$ cat src/rtl/sub_pipe_pkg.sv
// sub_pipe_pkg: shared constants and helpers for the pipelined subtractor.
//   DefWidth / DefChunk : default operand width and per-stage slice width.
//   slice_lo()          : low bit index of CHUNK-aligned slice idx.
package sub_pipe_pkg;

    localparam int unsigned DefWidth = 16;
    localparam int unsigned DefChunk = 8;

    function automatic int unsigned slice_lo(input int unsigned idx, input int unsigned chunk);
        return idx * chunk;
    endfunction

endpackage

$ cat src/rtl/sub_chunk.sv
// sub_chunk: combinational CHUNK-bit subtract slice, o_diff = i_a - i_b - i_bin.
//   i_a, i_b : operand slices (CHUNK bits)
//   i_bin    : borrow in
//   o_diff   : result slice (CHUNK bits)
//   o_bout   : borrow out (1 when i_a < i_b + i_bin)
module sub_chunk #(
    parameter int unsigned CHUNK = 8
) (
    input  logic [CHUNK-1:0] i_a,
    input  logic [CHUNK-1:0] i_b,
    input  logic             i_bin,
    output logic [CHUNK-1:0] o_diff,
    output logic             o_bout
);

    // One extra bit catches the borrow as the sign of the widened difference.
    logic [CHUNK:0] w_full;

    assign w_full = {1'b0, i_a} - {1'b0, i_b} - {{CHUNK{1'b0}}, i_bin};
    assign o_diff = w_full[CHUNK-1:0];
    assign o_bout = w_full[CHUNK];

endmodule

$ cat src/rtl/sub_pipe.sv
// sub_pipe: pipelined WIDTH-bit subtractor, diff = a - b - bin, one CHUNK slice per stage.
//   clk, rst_n            : clock, asynchronous active-low reset
//   in_valid / in_ready   : operand handshake (a, b, bin)
//   out_valid / out_ready : result handshake (diff, bout, overflow)
//   clr_sticky            : clears ovf_sticky (a simultaneous set wins)
//   ovf_sticky            : set when an overflowing result is consumed
// Latency is STAGES = WIDTH/CHUNK cycles; all stages advance together under one enable.
module sub_pipe
    import sub_pipe_pkg::*;
#(
    parameter int unsigned WIDTH = DefWidth,
    parameter int unsigned CHUNK = DefChunk
) (
    input  logic             clk,
    input  logic             rst_n,
    input  logic             in_valid,
    output logic             in_ready,
    input  logic [WIDTH-1:0] a,
    input  logic [WIDTH-1:0] b,
    input  logic             bin,
    output logic             out_valid,
    input  logic             out_ready,
    output logic [WIDTH-1:0] diff,
    output logic             bout,
    output logic             overflow,
    input  logic             clr_sticky,
    output logic             ovf_sticky
);

    localparam int unsigned STAGES = WIDTH / CHUNK;

    logic w_en;
    logic r_ovf_sticky;

    // The whole pipe freezes only when a valid result is being held back.
    assign w_en      = out_ready | ~out_valid;
    assign in_ready  = w_en;

    assign out_valid = g_stage[STAGES-1].r_vld;
    assign diff      = g_stage[STAGES-1].r_res;
    assign bout      = g_stage[STAGES-1].r_bor;
    assign overflow  = g_stage[STAGES-1].g_last.r_ovf;

    for (genvar k = 0; k < STAGES; k++) begin : g_stage
        // NIn: operand bits still unresolved entering this stage (current slice and above).
        // NRes: result bits resolved once this stage has registered.
        localparam int unsigned NIn  = WIDTH - slice_lo(k, CHUNK);
        localparam int unsigned NRes = slice_lo(k + 1, CHUNK);

        logic [NIn-1:0]   w_a_in;
        logic [NIn-1:0]   w_b_in;
        logic [NRes-1:0]  w_res;
        logic [CHUNK-1:0] w_d_sl;
        logic             w_vld;
        logic             w_bin;
        logic             w_bout;

        logic             r_vld;
        logic             r_bor;
        logic [NRes-1:0]  r_res;

        if (k == 0) begin : g_head
            assign w_a_in = a;
            assign w_b_in = b;
            assign w_bin  = bin;
            assign w_vld  = in_valid;
            assign w_res  = w_d_sl;
        end else begin : g_body
            assign w_a_in = g_stage[k-1].g_skew.r_a_up;
            assign w_b_in = g_stage[k-1].g_skew.r_b_up;
            assign w_bin  = g_stage[k-1].r_bor;
            assign w_vld  = g_stage[k-1].r_vld;
            // Lower slices ride along so the whole result leaves in one beat.
            assign w_res  = {w_d_sl, g_stage[k-1].r_res};
        end

        sub_chunk #(
            .CHUNK (CHUNK)
        ) u_chunk (
            .i_a    (w_a_in[CHUNK-1:0]),
            .i_b    (w_b_in[CHUNK-1:0]),
            .i_bin  (w_bin),
            .o_diff (w_d_sl),
            .o_bout (w_bout)
        );

        always_ff @(posedge clk or negedge rst_n) begin
            if (!rst_n) begin
                r_vld <= 1'b0;
                r_bor <= 1'b0;
                r_res <= '0;
            end else if (w_en) begin
                r_vld <= w_vld;
                r_bor <= w_bout;
                r_res <= w_res;
            end
        end

        if (k < STAGES - 1) begin : g_skew
            // Skew registers: operand slices not yet consumed, MSB included.
            logic [NIn-CHUNK-1:0] r_a_up;
            logic [NIn-CHUNK-1:0] r_b_up;

            always_ff @(posedge clk or negedge rst_n) begin
                if (!rst_n) begin
                    r_a_up <= '0;
                    r_b_up <= '0;
                end else if (w_en) begin
                    r_a_up <= w_a_in[NIn-1:CHUNK];
                    r_b_up <= w_b_in[NIn-1:CHUNK];
                end
            end
        end else begin : g_last
            logic r_ovf;

            // Signed overflow: operand signs differ and the result sign departs from a.
            always_ff @(posedge clk or negedge rst_n) begin
                if (!rst_n) begin
                    r_ovf <= 1'b0;
                end else if (w_en) begin
                    r_ovf <= (w_a_in[NIn-1] != w_b_in[NIn-1]) & (w_d_sl[CHUNK-1] != w_a_in[NIn-1]);
                end
            end
        end
    end

    always_ff @(posedge clk or negedge rst_n) begin
        if (!rst_n) begin
            r_ovf_sticky <= 1'b0;
        end else if (out_valid & out_ready & overflow) begin
            r_ovf_sticky <= 1'b1;
        end else if (clr_sticky) begin
            r_ovf_sticky <= 1'b0;
        end
    end

    assign ovf_sticky = r_ovf_sticky;

endmodule
$ cat config.mk
export PLATFORM = sky130hd
export DESIGN_NAME = sub_pipe
export DESIGN_NICKNAME = d
export VERILOG_FILES = /design/src/rtl/sub_pipe_pkg.sv /design/src/rtl/sub_chunk.sv /design/src/rtl/sub_pipe.sv
export SDC_FILE = /design/constraint.sdc
export NUM_CORES = 1
export LEC_CHECK = 0
export ABC_CLOCK_PERIOD_IN_PS = 4300
export CORE_MARGIN = 2
export CORE_UTILIZATION = 56
export DETAILED_ROUTE_END_ITERATION = 6
export PLACE_DENSITY = 0.85
export SLEW_MARGIN = 5
export SYNTH_ARGS = -nofsm -noshare
export SYNTH_HDL_FRONTEND = slang
export SYNTH_HIERARCHICAL = 1
export SYNTH_SLANG_ARGS = --single-unit
$ cat constraint.sdc
create_clock -name clk -period 4.3 [get_ports clk]
set_clock_uncertainty 0.15 [all_clocks]
set_input_delay 0.86 -clock clk [delete_from_list [all_inputs] [get_ports clk]]
set_output_delay 0.86 -clock clk [all_outputs]
set_load 0.02 [all_outputs]
==> impl_metrics.json <==
{
  "synth_warnings": 6,
  "grt_util_all_layers": 0.182,
  "path_clk_slew_ns": 0.08,
  "die_area_mm2": 0.00603,
  "crit_path_max_incr_delay_ns": 0.60,
  "synth_edf_count": 0,
  "final_cell_mix": "clkdlybuf4s50_1, inv_1, dfrtp_1, mux2_4, ha_1",
  "start_kind": "input pin",
  "drtIter0Drc": 105,
  "path_depth": 3,
  "cts_setup_buffers": 0,
  "crit_buf_inv": 2,
  "rsz0062_at_grt": "false",
  "cts_sinks": 46,
  "portBuffers": 58,
  "hold_depth": 1,
  "wire_per_inst_um": 13.1,
  "ys.flop_type": "dfrtp_1",
  "antenna_left": 0,
  "die_h_um": 77.7,
  "max_slew_margin": 0.332,
  "post-route-min-period_ns": 3.12,
  "viasPerCell": 5.01,
  "power_density_mw_per_mm2": 518,
  "p_leak_nw": 1.86,
  "postSynthCellCount": 255,
  "cp_slowest_cell": "clkdlybuf4s50_1",
  "cts_buffers": 5,
  "synth.cell_area_mm2": 0.00304,
  "area_delta_synth_final_pct": 23.8,
  "n_fill_cell": 360,
  "avgSynthCellArea_um2": 11.9,
  "place_area_mm2": 0.00362,
  "fp.dieW_um": 77.7,
  "ys_async_sr_fraction": 1.00,
  "crit_path_end_kind": "output pin",
  "clk_latency_ns": 0.29,
  "globalplace.congestion": 0.839,
  "worstSetupPathType": "in2out",
  "cpMostUsedCell": "clkdlybuf4s50_1",
  "antenna_cells": 0,
  "seq_area_frac_synth": 0.379,
  "clk_path_buf_depth": 2,
  "grt_pass1_vias": 1995,
  "cap_violations": 0,
  "mostFrequentLayoutCell": "clkdlybuf4s50_1",
  "max_freq_mhz": 320,
  "status": "completed",
  "drv_slew": 0,
  "hp-class": "reg2reg",
  "synth_cell_type_count": 36,
  "dpl.hpwl_um": 3800,
  "initial_core_util": 0.587,
  "firstDrtPassIters": 4,
  "cts_resized": 0,
  "crit_arrival_ns": 2.11,
  "setup_violations": 0,
  "antenna_found_initial": 0,
  "ys_ff_latch": 46,
  "core_area_mm2": 0.00517,
  "tightest_slew_ns": 1.00,
  "drive_gt1_frac": 0.218,
  "worstPathRequired_ns": 3.29,
  "root_buffer": "clkbuf_8",
  "routed_wl_um": 5080,
  "overflow": 0,
  "crit_family": "buffers and inverters",
  "rows": 26,
  "final_cell_area_mm2": 0.00376,
  "cts_tree": "built",
  "hold_buffers": 0,
  "h-tree-depth": 2,
  "syn-num-nets": 325,
  "rr_worst_depth": 10,
  "drc_errors": 0,
  "fin_crit_sh": 0.727,
  "ios": 59,
  "finalSetupTns_ns": 0,
  "dpl_worst_slack_ns": 1.01,
  "power_mw": 1.95,
  "vias": 1938,
  "grt_pass1_wl_um": 8870,
  "hold_viol_final": 0,
  "path_cells": "clkdlybuf4s50_1 -> nand2b_4 -> clkdlybuf4s50_1",
  "crit_fanout": 3,
  "ir_drop_mv": 0.225,
  "grt_start_max_net_pins": 47,
  "nNetsFinal": 386,
  "setup_ws_ns": 1.18
}
-- state kept, by name, summed over array words and instances, names as in the netlist --
| register | count |
|---|---|
| bout | 1 |
| diff | 16 |
| g_stage.g_skew.r_a_up | 8 |
| g_stage.g_skew.r_b_up | 8 |
| g_stage.r_bor | 1 |
| g_stage.r_res | 8 |
| g_stage.r_vld | 1 |
| out_valid | 1 |
| overflow | 1 |
| ovf_sticky | 1 |
-- worst register-to-register path, delay by kind of cell, from the launching register on --
kind / cells / cell delay [ns]
DFF: 1 / 0.36
AOI/OAI and AO/OA: 3 / 0.66
buffers and inverters: 2 / 0.10
adders and majority gates: 2 / 0.67
and+or+nand+nor: 3 / 0.70
-- worst paths after layout --
path | startpoint | endpoint | slack [ns]
min in group asynchronous | rst_n | ovf_sticky$_DFFE_PN0P_ | 0.58
worst min register to register | g_stage[0].r_vld$_DFFE_PN0P_ | out_valid$_DFFE_PN0P_ | 0.33
worst min-delay path | g_stage[0].r_vld$_DFFE_PN0P_ | out_valid$_DFFE_PN0P_ | 0.33
worst max-delay path | out_ready | in_ready | 1.18
max in group asynchronous | rst_n | g_stage[0].g_skew.r_b_up[0]$_DFFE_PN0P_ | 2.80
worst max register to register | g_stage[0].g_skew.r_a_up[5]$_DFFE_PN0P_ | overflow$_DFFE_PN0P_ | 1.59
-- area by class of cell --
cell class                      count  area [um2]  area share
Clock buffer                        6        82.6      0.0220
Clock inverter                      2        60.1      0.0160
Inverter                           49         184      0.0489
Multi-Input combinational cell    155        1610       0.429
Sequential cell                    46        1150       0.306
Tap cell                           70        87.6      0.0233
Timing Repair Buffer               59         583       0.155
-- cell usage after synthesis (3+ instances only) --
cell / number / area (um2)
inv_1: 49 / 184
dfrtp_1: 46 / 1150
mux2_4: 37 / 556
ha_1: 28 / 350
nor2_1: 10 / 37.5
mux2_2: 6 / 67.6
nand2_1: 6 / 22.5
xnor2_1: 6 / 52.6
nand3_1: 5 / 25.0
a21oi_2: 4 / 35.0
and2b_1: 4 / 30.0
buf_12: 4 / 80.1
fa_1: 4 / 80.1
xor2_1: 4 / 35.0
a31oi_1: 3 / 18.8
nand3b_1: 3 / 22.5
o21ai_0: 3 / 15.0
-- kinds of logic after synthesis --
family | count (synthesis) | share of synthesized area
flip-flops | 46 | 0.379
buffers and inverters | 54 | 0.0906
multiplexers | 45 | 0.212
AND/OR/NAND/NOR | 42 | 0.0787
AO/OA/AOI/OAI | 26 | 0.0696
adder cells (fa/ha/maj) | 32 | 0.142
XOR/XNOR | 10 | 0.0288
-- per-stage QoR --
step,util,hold slack (ns),instances
CTS,0.727,0.330,387
floorplan,-,0.285,255
global route,0.727,0.373,387
finish,0.727,0.327,387
detailed placement,0.699,0.310,379
global placement,0.699,0.289,379
-- power by group --
part | internal, mW | switching, mW
clock | 0.248 | 0.143
sequential | 0.564 | 0.0807
combinational | 0.507 | 0.407
-- metal layers --
layer / share of wire / wire [um] / vias up / track usage
met5: 0 / 0 / - / 0
met4: 0.012 / 60 / 0 / 0.0554
met3: 0.031 / 158 / 6 / 0.0256
met2: 0.51 / 2580 / 42 / 0.319
met1: 0.45 / 2290 / 918 / 0.231
li1: - / - / 972 / -
No activity file was read; power rests on OpenSTA's default activity.
